File: src/rtl/ascensor_despachador_if.sv
// Bundle of the scheduler's signals: floor calls, car position and limit feedback, and the car commands.
// The dispatcher connects through the slave modport, and the car/panel side connects through the master modport.
interface ascensor_despachador_if #(
  parameter int N_PISOS = 4,
  parameter int PISO_W  = 2
);
  logic [N_PISOS-1:0] call_btn;
  logic [PISO_W-1:0]  piso_actual;
  logic               piso_valid;
  logic               top_lim;
  logic               bott_lim;
  logic               go_up;
  logic               go_down;
  logic               halt;
  logic [N_PISOS-1:0] pending;
  logic               door_open;

  modport master (
    output call_btn, piso_actual, piso_valid, top_lim, bott_lim,
    input  go_up, go_down, halt, pending, door_open
  );

  modport slave (
    input  call_btn, piso_actual, piso_valid, top_lim, bott_lim,
    output go_up, go_down, halt, pending, door_open
  );
endinterface

File: src/rtl/ascensor_despachador.sv
// Collective (SCAN) floor-call dispatcher that produces go_up / go_down / halt commands for the elevator car.
// Defining ASC_EMERG_STOP_EN adds an emerg input and an EMERG state that halts the car and drops every pending call.
module ascensor_despachador #(
  parameter int N_PISOS = 4,
  parameter int PISO_W  = 2,
  parameter int DWELL   = 3
) (
  input logic CLK,
  input logic RESET_L,
`ifdef ASC_EMERG_STOP_EN
  input logic emerg,
`endif
  ascensor_despachador_if.slave bus
);

  localparam int CNT_W = (DWELL > 1) ? $clog2(DWELL) : 1;

`ifdef ASC_EMERG_STOP_EN
  typedef enum logic [2:0] {ST_IDLE, ST_SUBE, ST_BAJA, ST_DWELL, ST_EMERG} estado_t;
`else
  typedef enum logic [2:0] {ST_IDLE, ST_SUBE, ST_BAJA, ST_DWELL} estado_t;
`endif

  estado_t            estado, estado_n;
  logic               dir_up, dir_up_n;
  logic [N_PISOS-1:0] pending_q, pending_n;
  logic [CNT_W-1:0]   cnt, cnt_n;
  logic [PISO_W-1:0]  piso_dwell, piso_dwell_n;
  logic [PISO_W-1:0]  piso_abrir, ref_piso;
  logic               abrir, ahead_up, ahead_dn, pend_here;
  logic               go_up_q, go_down_q, halt_q, door_q;

  // While the doors are open, look ahead from the floor being served rather than from the sensor.
  always_comb begin
    ref_piso = (estado == ST_DWELL) ? piso_dwell : bus.piso_actual;
    ahead_up = 1'b0;
    ahead_dn = 1'b0;
    for (int i = 0; i < N_PISOS; i++) begin
      if (pending_q[i] && (i > int'(ref_piso))) ahead_up = 1'b1;
      if (pending_q[i] && (i < int'(ref_piso))) ahead_dn = 1'b1;
    end
    pend_here = bus.piso_valid && pending_q[bus.piso_actual];
  end

  always_comb begin
    estado_n     = estado;
    dir_up_n     = dir_up;
    cnt_n        = cnt;
    piso_dwell_n = piso_dwell;
    abrir        = 1'b0;
    piso_abrir   = bus.piso_actual;
    case (estado)
      ST_IDLE: begin
        if (pend_here) abrir = 1'b1;
        else if (bus.piso_valid && ahead_up && !bus.top_lim && (dir_up || !ahead_dn)) begin
          estado_n = ST_SUBE;
          dir_up_n = 1'b1;
        end else if (bus.piso_valid && ahead_dn && !bus.bott_lim) begin
          estado_n = ST_BAJA;
          dir_up_n = 1'b0;
        end
      end
      ST_SUBE: begin
        if (pend_here) abrir = 1'b1;
        else if (bus.top_lim) begin
          if (pending_q[N_PISOS-1]) begin
            abrir      = 1'b1;
            piso_abrir = PISO_W'(N_PISOS - 1);
          end else estado_n = ST_IDLE;
        end
      end
      ST_BAJA: begin
        if (pend_here) abrir = 1'b1;
        else if (bus.bott_lim) begin
          if (pending_q[0]) begin
            abrir      = 1'b1;
            piso_abrir = '0;
          end else estado_n = ST_IDLE;
        end
      end
      ST_DWELL: begin
        // Prefer the current sweep direction and reverse only when nothing is left ahead.
        if (cnt == CNT_W'(DWELL - 1)) begin
          if (dir_up && ahead_up && !bus.top_lim) estado_n = ST_SUBE;
          else if (!dir_up && ahead_dn && !bus.bott_lim) estado_n = ST_BAJA;
          else if (dir_up && ahead_dn && !bus.bott_lim) begin
            estado_n = ST_BAJA;
            dir_up_n = 1'b0;
          end else if (!dir_up && ahead_up && !bus.top_lim) begin
            estado_n = ST_SUBE;
            dir_up_n = 1'b1;
          end else estado_n = ST_IDLE;
        end else cnt_n = cnt + 1'b1;
      end
      default: estado_n = ST_IDLE;
    endcase
    if (abrir) begin
      estado_n     = ST_DWELL;
      cnt_n        = '0;
      piso_dwell_n = piso_abrir;
    end

    // A served floor's clear beats a simultaneous new call, but only for that floor.
    pending_n = pending_q | bus.call_btn;
    if (estado == ST_DWELL) pending_n[piso_dwell] = 1'b0;
    if (abrir) pending_n[piso_abrir] = 1'b0;
`ifdef ASC_EMERG_STOP_EN
    if (emerg) begin
      estado_n  = ST_EMERG;
      pending_n = '0;
    end
`endif
  end

  // Commands are decoded from the next state so that every output is a flop.
  always_ff @(posedge CLK or negedge RESET_L) begin
    if (!RESET_L) begin
      estado     <= ST_IDLE;
      dir_up     <= 1'b1;
      pending_q  <= '0;
      cnt        <= '0;
      piso_dwell <= '0;
      go_up_q    <= 1'b0;
      go_down_q  <= 1'b0;
      halt_q     <= 1'b1;
      door_q     <= 1'b0;
    end else begin
      estado     <= estado_n;
      dir_up     <= dir_up_n;
      pending_q  <= pending_n;
      cnt        <= cnt_n;
      piso_dwell <= piso_dwell_n;
      go_up_q    <= (estado_n == ST_SUBE);
      go_down_q  <= (estado_n == ST_BAJA);
      halt_q     <= (estado_n != ST_SUBE) && (estado_n != ST_BAJA);
      door_q     <= (estado_n == ST_DWELL);
    end
  end

  assign bus.go_up     = go_up_q;
  assign bus.go_down   = go_down_q;
  assign bus.halt      = halt_q;
  assign bus.pending   = pending_q;
  assign bus.door_open = door_q;

endmodule

File: src/flat_wrapper.sv
// flat-port wrapper written by rule: the top's interface ports become plain ports
module ascensor_despachador_flat 
#(
  parameter int N_PISOS = 4,
  parameter int PISO_W  = 2,
  parameter int DWELL   = 3
)
  (CLK, RESET_L, bus_call_btn, bus_piso_actual, bus_piso_valid, bus_top_lim, bus_bott_lim, bus_go_up, bus_go_down, bus_halt, bus_pending, bus_door_open);
  ascensor_despachador_if #(.N_PISOS(N_PISOS), .PISO_W(PISO_W)) bus_i ();
  input logic CLK;
  input logic RESET_L;
  input wire logic [$bits(bus_i.call_btn)-1:0] bus_call_btn;
  input wire logic [$bits(bus_i.piso_actual)-1:0] bus_piso_actual;
  input wire logic [$bits(bus_i.piso_valid)-1:0] bus_piso_valid;
  input wire logic [$bits(bus_i.top_lim)-1:0] bus_top_lim;
  input wire logic [$bits(bus_i.bott_lim)-1:0] bus_bott_lim;
  output wire logic [$bits(bus_i.go_up)-1:0] bus_go_up;
  output wire logic [$bits(bus_i.go_down)-1:0] bus_go_down;
  output wire logic [$bits(bus_i.halt)-1:0] bus_halt;
  output wire logic [$bits(bus_i.pending)-1:0] bus_pending;
  output wire logic [$bits(bus_i.door_open)-1:0] bus_door_open;
  assign bus_i.call_btn = bus_call_btn;
  assign bus_i.piso_actual = bus_piso_actual;
  assign bus_i.piso_valid = bus_piso_valid;
  assign bus_i.top_lim = bus_top_lim;
  assign bus_i.bott_lim = bus_bott_lim;
  assign bus_go_up = bus_i.go_up;
  assign bus_go_down = bus_i.go_down;
  assign bus_halt = bus_i.halt;
  assign bus_pending = bus_i.pending;
  assign bus_door_open = bus_i.door_open;
  ascensor_despachador #(.N_PISOS(N_PISOS), .PISO_W(PISO_W), .DWELL(DWELL)) u_core (.CLK(CLK), .RESET_L(RESET_L), .bus(bus_i));
endmodule
File: config.mk
export PLATFORM = sky130hd
export DESIGN_NAME = ascensor_despachador_flat
export DESIGN_NICKNAME = d
export VERILOG_FILES = /design/src/rtl/ascensor_despachador_if.sv /design/src/rtl/ascensor_despachador.sv /design/src/flat_wrapper.sv
export SDC_FILE = /design/constraint.sdc
export NUM_CORES = 1
export LEC_CHECK = 0
export ABC_AREA = 1
export CORE_ASPECT_RATIO = 1.5
export CORE_MARGIN = 5
export CORE_UTILIZATION = 50
export DETAILED_ROUTE_END_ITERATION = 16
export DONT_BUFFER_PORTS = 1
export GPL_ROUTABILITY_DRIVEN = 0
export HOLD_SLACK_MARGIN = 0.02
export PLACE_DENSITY = 0.65
export SLEW_MARGIN = 5
export SYNTH_ARGS = -nofsm -noshare
export SYNTH_HDL_FRONTEND = slang
export SYNTH_SLANG_ARGS = --single-unit
export TNS_END_PERCENT = 50
File: constraint.sdc
create_clock -name CLK -period 3.4 [get_ports CLK]
set_input_delay 0.68 -clock CLK [delete_from_list [all_inputs] [get_ports CLK]]
set_output_delay 0.68 -clock CLK [all_outputs]
set_load 0.005 [all_outputs]
==> flow_summary.toml, run 1 <==
[status]
status = "finished, final reports clean"

[placement]
place_ws_ns = 1.42
place.port_buffers = 0
dp_hpwl_um = 2040
dpl_cell_area_um2 = 1120
dp.cells = 175

[yosys]
synth_top_cell_by_area = "dfrtp_1"
yosys.area_share.simple_pct = 34.1
synth_common_cells = "nand2_1 (36), inv_1 (25), dfrtp_1 (14), nand3_1 (13), nor2_1 (8)"
synth_edf_count = 0
synth-seq-cells = 16
synth_ff_type = "dfrtp_1"
synthAdderAreaFrac_pct = 1.14
netlist_area_um2 = 1100
synth_area_leaders = "dfrtp_1 (32%), nand2_1 (12%), inv_1 (8.6%), nand3_1 (5.9%), dfstp_2 (4.8%)"
synthMuxAreaShare_pct = 0
synth_top_area_share_pct = 32.0
synth_compound_area_share_pct = 17.4
synth_top_family_by_area = "simple AND/OR/NAND/NOR gates"
synth_cells = 154
syn_area_per_cell_um2 = 7.12
ys_warn_count = 0
synth_xor_area_share_pct = 0
synth_fp_nets = 166
ys_seq_area_share_pct = 36.8
ys_types = 29
async_flop_share_pct = 100
synth_most_common_cell = "nand2_1"

[layout]
syn2layout_area_growth_pct = 4.22
final_cell_area_um2 = 1140
final-seq-area_um2 = 403
stdcell_count = 179
multi_input_area_um2 = 581
antenna_cells = 0
final_core_util_pct = 55.7
fillers = 221
nNetsFinal = 170
drive_above_1_share_pct = 17.2

[power]
switching_share_pct = 46.6
p_int_uw = 454
seq_power_share_pct = 42.3
power_frac_clock_pct = 12.3
powerDensity_nw_per_um2 = 745
power_uw = 851
p_leak_nw = 0.594
vdd_drop_max_uv = 385
pwr-share-comb_pct = 45.5
netSwitchingPower_uw = 397

[global_route]
grt-ovfl-total = 0
grt_pass1_vias = 971
grt_max_degree = 17
antenna_found_initial = 0
grt_pass1_wl_um = 4150
grt.total_usage_pct = 17.9

[drt]
dr.first_iter.drc_count = 21
drtAntennaViolNets = 0
drcViolationCount = 0
drt-total-wl_um = 2480
drt-pass1-iter-count = 4
routedWlPerCell_um = 13.8
num_vias = 1020
via_per_inst = 5.70

[critical_path]
path_cells = "inv_2, nand3_2, nand2_1, nand2_2, nand2_2, nand2_2, a21oi_2, nand3_2, nand2_1, nand2_1, nand2_1, nand3_2, nor2_2, nor2_1"
cp_slowest_cell = "dfrtp_1"
critical_path.max_stage_delay_ns = 0.46
path_common_cell = "nand2_1"
path_max_fanout = 5
critPathKind = "reg -> reg"
arrival_ns = 2.16
worstPathRequired_ns = 3.62
endpoint_kind = "register"
crit_family = "simple AND/OR/NAND/NOR gates"
worst-path-buf-inv = 1
startpoint_type = "register"

[timing]
drv_slew = 0
finalSetupViolCount = 0
worst_hold_slack_ns = 0.0704
rsz0062_at_grt = "false"
fin_setup_tns_ns = 0
min_period_over_period_pct = 57.2
finalHoldViolCount = 0
period_needed_ns = 1.94
fin_worst_skew_ns = 0.00874
setup_slack_ns = 1.46
max_freq_ghz = 0.514

[die]
start_util_pct = 53.4
fp.dieW_um = 48.2
rows = 20
core-area_um2 = 2050
die_h_um = 67.3
io_pins = 19
dieArea_um2 = 3250

[clocking]
ctsHoldBuffers = 0
insertion_delay_ns = 0.29
clock_sink_count = 16
cts.path.max_buffers = 2
cts_buffers = 3
cts_root_buf = "clkbuf_4"
postCtsResizedCells = 0
path_clk_slew_ns = 0.10
h-tree-depth = 1
cts_setup_buffers = 0
cts_tree = "yes"

[worst_hold_path]
min_path_type = "in -> async"

[run]
cap_viol_max_count = 0
layout make-up:
class | instances | share of cell area, %
inverters | 28 | 9.20
well taps | 22 | 2.41
multi-input cells | 109 | 50.8
flip-flops and latches | 16 | 35.3
clock buffers | 4 | 2.30
logic make-up (layout without fill, tap and decap cells):
kind of cell             after synthesis  in the layout
buffers and inverters                 29             32
flip-flops                            16             16
AND/OR/NAND/NOR                       77             77
adder cells (fa/ha/maj)                1              1
other                                  1              1
AO/OA/AOI/OAI                         30             30
flip-flops by register name, summed over array words and instances (netlist names):
register / count
u_core.bus.go_up: 1
u_core.bus.pending: 4
u_core.estado: 3
u_core.bus.halt: 1
u_core.piso_dwell: 2
u_core.bus.door_open: 1
u_core.dir_up: 1
u_core.bus.go_down: 1
u_core.cnt: 2
worst paths after layout:
| path | startpoint | end | slack (ns) | cells past startpoint |
|---|---|---|---|---|
| worst max register to register | u_core.estado[2]$_DFF_PN0_ | u_core.bus.halt$_DFF_PN1_ | 1.46 | 14 |
| max in group asynchronous | RESET_L | u_core.dir_up$_DFFE_PN1P_ | 3.15 | 0 |
| worst min-delay path | RESET_L | u_core.bus.pending[3]$_DFF_PN0_ | 0.07 | 0 |
| worst max-delay path | u_core.estado[2]$_DFF_PN0_ | u_core.bus.halt$_DFF_PN1_ | 1.46 | 14 |
| min in group CLK | u_core.dir_up$_DFFE_PN1P_ | u_core.dir_up$_DFFE_PN1P_ | 0.48 | 2 |
| worst min register to register | u_core.dir_up$_DFFE_PN1P_ | u_core.dir_up$_DFFE_PN1P_ | 0.48 | 2 |
power by group through the flow:
stage	Combinational [mW]	Clock (mW)	Sequential [mW]
floorplan	0.338	0	0.329
global placement	0.383	0	0.362
detailed placement	0.389	0	0.363
CTS	0.389	0.107	0.359
global route	0.442	0.119	0.372
finish	0.387	0.105	0.360
metal layers:
| layer | share of wire (%) | wire [um] | vias to the layer above | global-route usage (%) |
|---|---|---|---|---|
| li1 | - | - | 510 | - |
| met1 | 39 | 973 | 469 | 22.1 |
| met2 | 52 | 1300 | 34 | 29.1 |
| met3 | 5.8 | 144 | 7 | 3.20 |
| met4 | 2.5 | 63 | 0 | 8.08 |
| met5 | 0 | 0 | - | 0 |
cells in the final DEF, fill, tap and decap left out:
| cell | n |
|---|---|
| a31oi_1 | 1 |
| a21oi_1 | 5 |
| o21ai_1 | 2 |
| nand2_2 | 6 |
| nor2_4 | 1 |
| o21a_1 | 1 |
| nand3_2 | 4 |
| o211ai_1 | 1 |
| conb_1 | 1 |
| clkbuf_1 | 1 |
| dfstp_2 | 2 |
| nor2_2 | 4 |
| nand4_1 | 3 |
| nor3_1 | 1 |
| o22ai_1 | 4 |
| o21bai_1 | 1 |
| inv_1 | 25 |
| o31ai_1 | 3 |
| ha_1 | 1 |
| or2_2 | 1 |
| nor2_1 | 8 |
| a21oi_2 | 2 |
| o32ai_1 | 2 |
| dfrtp_1 | 14 |
| nand3_1 | 13 |
| clkbuf_4 | 3 |
| inv_2 | 3 |
| o21ai_2 | 1 |
| o21ai_0 | 7 |
| nand2_1 | 36 |
Note: power is estimated with default switching activity, not from simulation.
==> run 2: changes to the inputs <==
==> constraint.sdc (replaced) <==
create_clock -name CLK -period 1.89 [get_ports CLK]
set_input_delay 0.378 -clock CLK [delete_from_list [all_inputs] [get_ports CLK]]
set_output_delay 0.378 -clock CLK [all_outputs]
set_load 0.005 [all_outputs]
==> flow_summary.toml, run 2 (synthesis gave the netlist of run 1 again) <==
[status]
status = "finished, final reports clean"

[timing]
rsz0062_at_grt = "true"
worst_slew_pin_slew_ns = 0.706
setup_slack_ns = 0.120
max_freq_ghz = 0.565
min_period_over_period_pct = 93.6
worst_hold_slack_ns = 0.237
finalHoldViolCount = 0
fin_worst_skew_ns = 0.00656
fin_setup_tns_ns = 0
drv_slew = 0
period_needed_ns = 1.77
finalSetupViolCount = 0
max_slew_margin_pct = 52.8

[critical_path]
path_max_fanout = 5
worstPathRequired_ns = 2.11
reg2reg_depth = 14
endpoint_kind = "register"
worst-path-buf-inv = 1
critPathKind = "reg -> reg"
crit_cells = 14
crit_family = "simple AND/OR/NAND/NOR gates"
path_common_cell = "nand2_2"
startpoint_type = "register"
cp_slowest_cell = "dfrtp_1"
arrival_ns = 1.99
path_cells = "inv_2, nand3_4, nand2_2, nand2_2, nand2_2, nand2_2, a21oi_2, nand3_2, nand2_1, nand2_1, nand2_1, nand3_2, nor2_2, nor2_1"
critical_path.max_stage_delay_ns = 0.39

[layout]
final_cell_mix = "nand2_1 (34), inv_1 (25), nand3_1 (12), dfrtp_1 (12), buf_4 (10)"
drive_above_1_share_pct = 26.8
nNetsFinal = 181
antenna_cells = 0
fillers = 190
syn2layout_area_growth_pct = 14.6
final_common_cell = "nand2_1"
final_cell_area_um2 = 1260
largest_reg_flops = 4

[drt]
via_per_inst = 5.70
wl_met2_um = 1460
drt-total-wl_um = 2770
routedWlPerCell_um = 14.6
dr.first_iter.drc_count = 31
num_vias = 1083
drcViolationCount = 0
drt-pass1-iter-count = 5
dr_wl_met3_um = 161
dr.max_layer_used = "met4"
drtAntennaViolNets = 0
wl_met1_um = 1100

[placement]
place.port_buffers = 0
dp_hpwl_um = 2080
dpl_cell_area_um2 = 1190
place_ws_ns = 0.110

[clocking]
cts.path.max_buffers = 2
clock_sink_count = 16
path_clk_slew_ns = 0.09
cts_buffers = 3
cts_setup_buffers = 0
cts_tree = "yes"
insertion_delay_ns = 0.28
cts_root_buf = "clkbuf_4"
h-tree-depth = 1

[die]
core-area_um2 = 2050
fp.dieW_um = 48.2
start_util_pct = 53.4
rows = 20
dieArea_um2 = 3250
die_h_um = 67.3
io_pins = 19

[global_route]
grt.total_usage_pct = 20.1
antenna_found_initial = 0
grt_pass1_vias = 1099
grt_max_degree = 17
grt_pass1_wl_um = 4680
grt-ovfl-total = 0

[run]
cap_viol_max_count = 0

[power]
vdd_drop_max_uv = 728
powerDensity_nw_per_um2 = 1350
power_mw = 1.70
p_leak_nw = 0.646

[worst_hold_path]
min_path_type = "in -> reg"
min_path_cells = 2
run 2: cell count changes in the layout (fill, tap and decap cells not counted), sizes merged:
cell,previous run,this run
dlygate4sd3,0,1
buf,0,10
run 2: per-layer routing:
metal | vias to the layer above | GRT usage [%]
met4 | 0 | 9.09
met3 | 6 | 2.93
met2 | 39 | 31.9
met1 | 506 | 26.0
li1 | 532 | -
met5 | - | 0
run 2: final timing paths:
path | start | end | slack [ns]
min in group asynchronous | RESET_L | u_core.bus.pending[3]$_DFF_PN0_ | 0.57
max in group asynchronous | RESET_L | u_core.estado[0]$_DFF_PN0_ | 0.81
setup / recovery | u_core.estado[2]$_DFF_PN0_ | u_core.bus.halt$_DFF_PN1_ | 0.12
hold / removal | bus_call_btn[2] | u_core.bus.pending[2]$_DFF_PN0_ | 0.24
hold reg to reg | u_core.dir_up$_DFFE_PN1P_ | u_core.dir_up$_DFFE_PN1P_ | 0.49
setup reg to reg | u_core.estado[2]$_DFF_PN0_ | u_core.bus.halt$_DFF_PN1_ | 0.12
run 2: stage by stage:
stage / std cells / utilization [%]
after detailed placement: 185 / 58.0
final: 190 / 61.2
after floorplan: 154 / -
after global routing: 190 / 61.2
after CTS: 190 / 59.8
after global placement: 185 / 58.0
run 2: area by class of cell:
class | instances | area [um^2] | share of cell area, %
clock buffer | 4 | 26.3 | 2.09
inverter | 28 | 105 | 8.37
multi-input combinational | 109 | 607 | 48.3
sequential | 16 | 405 | 32.3
tap | 22 | 27.5 | 2.19
timing repair buffer | 11 | 85.1 | 6.77
run 2: where the power goes:
group / internal, mW / leakage (nW) / switching, mW
sequential: 0.497 / 0.183 / 0.125
clock: 0.0819 / 0.0150 / 0.101
combinational: 0.335 / 0.448 / 0.558
total: 0.914 / 0.646 / 0.784
run 2: repair_timing:
action | in CTS | in global routing
hold endpoints to repair | 16 | 0
hold buffers | 1 | 0
endpoints found under the setup margin | 0 | 12
gates resized for setup | 0 | 11
==> run 3: changes to the inputs <==
--- a/config.mk
+++ b/config.mk
@@ -13,7 +13,7 @@
 export DONT_BUFFER_PORTS = 1
 export GPL_ROUTABILITY_DRIVEN = 0
 export HOLD_SLACK_MARGIN = 0.02
-export PLACE_DENSITY = 0.65
+export PLACE_DENSITY = 0.68
 export SLEW_MARGIN = 5
 export SYNTH_ARGS = -nofsm -noshare
 export SYNTH_HDL_FRONTEND = slang
==> constraint.sdc (replaced) <==
create_clock -name CLK -period 1.5 [get_ports CLK]
set_input_delay 0.3 -clock CLK [delete_from_list [all_inputs] [get_ports CLK]]
set_output_delay 0.3 -clock CLK [all_outputs]
set_load 0.005 [all_outputs]
==> flow_summary.toml, run 3 (synthesis gave the netlist of run 1 again) <==
[status]
status = "finished, violations left"
failed_checks = "setup timing"

[clocking]
insertion_delay_ns = 0.28
h-tree-depth = 1
path_clk_slew_ns = 0.09
cts_tree = "yes"
cts.path.max_buffers = 2
clock_sink_count = 16
cts_buffers = 3
cts_root_buf = "clkbuf_4"

[global_route]
grt-ovfl-total = 0
grt.total_usage_pct = 23.9
antenna_found_initial = 0
grt_pass1_vias = 1337
grt_pass1_wl_um = 5670
grt_max_degree = 17

[placement]
dp_hpwl_um = 2470
place.port_buffers = 0
place_ws_ns = -0.304

[layout]
nNetsFinal = 209
antenna_cells = 0
final_common_cell = "buf_4"
final_cell_mix = "buf_4 (35), inv_1 (20), nand2_2 (18), nand2_1 (18), dfrtp_1 (12)"
drive_above_1_share_pct = 58.2
syn2layout_area_growth_pct = 54.6
largest_reg_flops = 4

[power]
powerDensity_nw_per_um2 = 1740
power_mw = 2.94
p_leak_nw = 0.829
vdd_drop_max_uv = 1070

[drt]
routedWlPerCell_um = 17.7
dr.first_iter.drc_count = 65
drt-total-wl_um = 3870
via_per_inst = 5.84
drt-pass1-iter-count = 4
drtAntennaViolNets = 0
drcViolationCount = 0
num_vias = 1273

[timing]
min_period_over_period_pct = 122
finalHoldViolCount = 0
drv_slew = 0
finalSetupViolCount = 15
setup_slack_ns = -0.337
max_slew_margin_pct = 52.8
fin_setup_tns_ns = -3.37
max_freq_ghz = 0.544
period_needed_ns = 1.84
fin_worst_skew_ns = 0.00559
worst_slew_pin_slew_ns = 0.706
rsz0062_at_grt = "true"

[run]
cap_viol_max_count = 0

[critical_path]
arrival_ns = 2.06
critPathKind = "reg -> reg"
startpoint_type = "register"
path_max_fanout = 3
rrSetupSlack_ns = -0.34
endpoint_kind = "register"
worstPathRequired_ns = 1.72

[die]
dieArea_um2 = 3250
io_pins = 19
core-area_um2 = 2050
fp.dieW_um = 48.2
start_util_pct = 53.4
rows = 20
die_h_um = 67.3

[worst_hold_path]
min_path_type = "in -> reg"
-- run 3: cell count changes in the layout (fill, tap and decap cells not counted), moves of 3 or more --
| cell | delta |
|---|---|
| buf_6 | +3 |
| o21ai_0 | -4 |
| inv_2 | +4 |
| nand2_2 | +10 |
| o21ai_2 | +3 |
| buf_4 | +25 |
| inv_1 | -5 |
| nand3_2 | +6 |
| nand3_1 | -6 |
| nand2_1 | -16 |
| nand2_4 | +6 |
| nor2_1 | -3 |
| nor2_4 | +5 |
-- run 3: path summary, 6_finish.rpt --
check,from,endpoint,depth (start not counted)
max,u_core.estado[2]$_DFF_PN0_,u_core.bus.halt$_DFF_PN1_,14
min,bus_call_btn[2],u_core.bus.pending[2]$_DFF_PN0_,2
max reg2reg,u_core.estado[2]$_DFF_PN0_,u_core.bus.halt$_DFF_PN1_,14
min reg2reg,u_core.dir_up$_DFFE_PN1P_,u_core.dir_up$_DFFE_PN1P_,2
max in group asynchronous,RESET_L,u_core.estado[0]$_DFF_PN0_,1
min in group asynchronous,RESET_L,u_core.piso_dwell[0]$_DFFE_PN0P_,1
-- run 3: area by class of cell --
type / instances / area [um^2]
fillers: 125 / 358
clock buffers: 4 / 36.3
inverters: 28 / 108
repair buffers: 39 / 307
multi-input cells: 109 / 811
well taps: 22 / 27.5
flip-flops and latches: 16 / 405
-- run 3: metrics by stage --
stage	instances	hold slack (ns)	instance area (um^2)	utilization, %
final	218	0.168	1690	82.6
after global routing	218	0.153	1690	82.6
after CTS	216	0.146	1570	76.6
after detailed placement	204	0.00474	1350	66.0
after global placement	204	0.00475	1350	66.0
after floorplan	154	0.00441	1120	-
-- run 3: power breakdown --
group / switching, mW / internal, mW / total (mW) / leakage (nW)
registers: 0.160 / 0.626 / 0.786 / 0.183
logic: 1.05 / 0.831 / 1.88 / 0.624
clock network: 0.128 / 0.148 / 0.276 / 0.0210
-- run 3: worst max-delay path, stage by stage (launching register included) --
cell and delay (ns):
dfrtp_1 0.43, inv_2 0.12, nand4_1 0.19, nand2_4 0.17, nand2_4 0.08, nand2_4 0.08, nand2_2 0.07, nand2_2 0.08
nand2_2 0.07, inv_2 0.06, nand2_1 0.07, nand2_2 0.09, nand3_2 0.09, nor2_2 0.13, nor2_1 0.05
-- run 3: routing by layer --
layer,global-route usage [%],share of wire [%],vias up
li1,-,-,588
met1,26.9,35,605
met2,41.7,54,59
met3,4.80,6.4,21
met4,9.43,3.9,0
met5,0,0,-
-- run 3: timing repair --
item                                   CTS  global route
setup endpoints to repair               15            15
hold buffers                             1             0
gates resized for setup                 39            29
pin swaps                                4            11
endpoints found under the hold margin   16             0
buffers inserted                         9             2
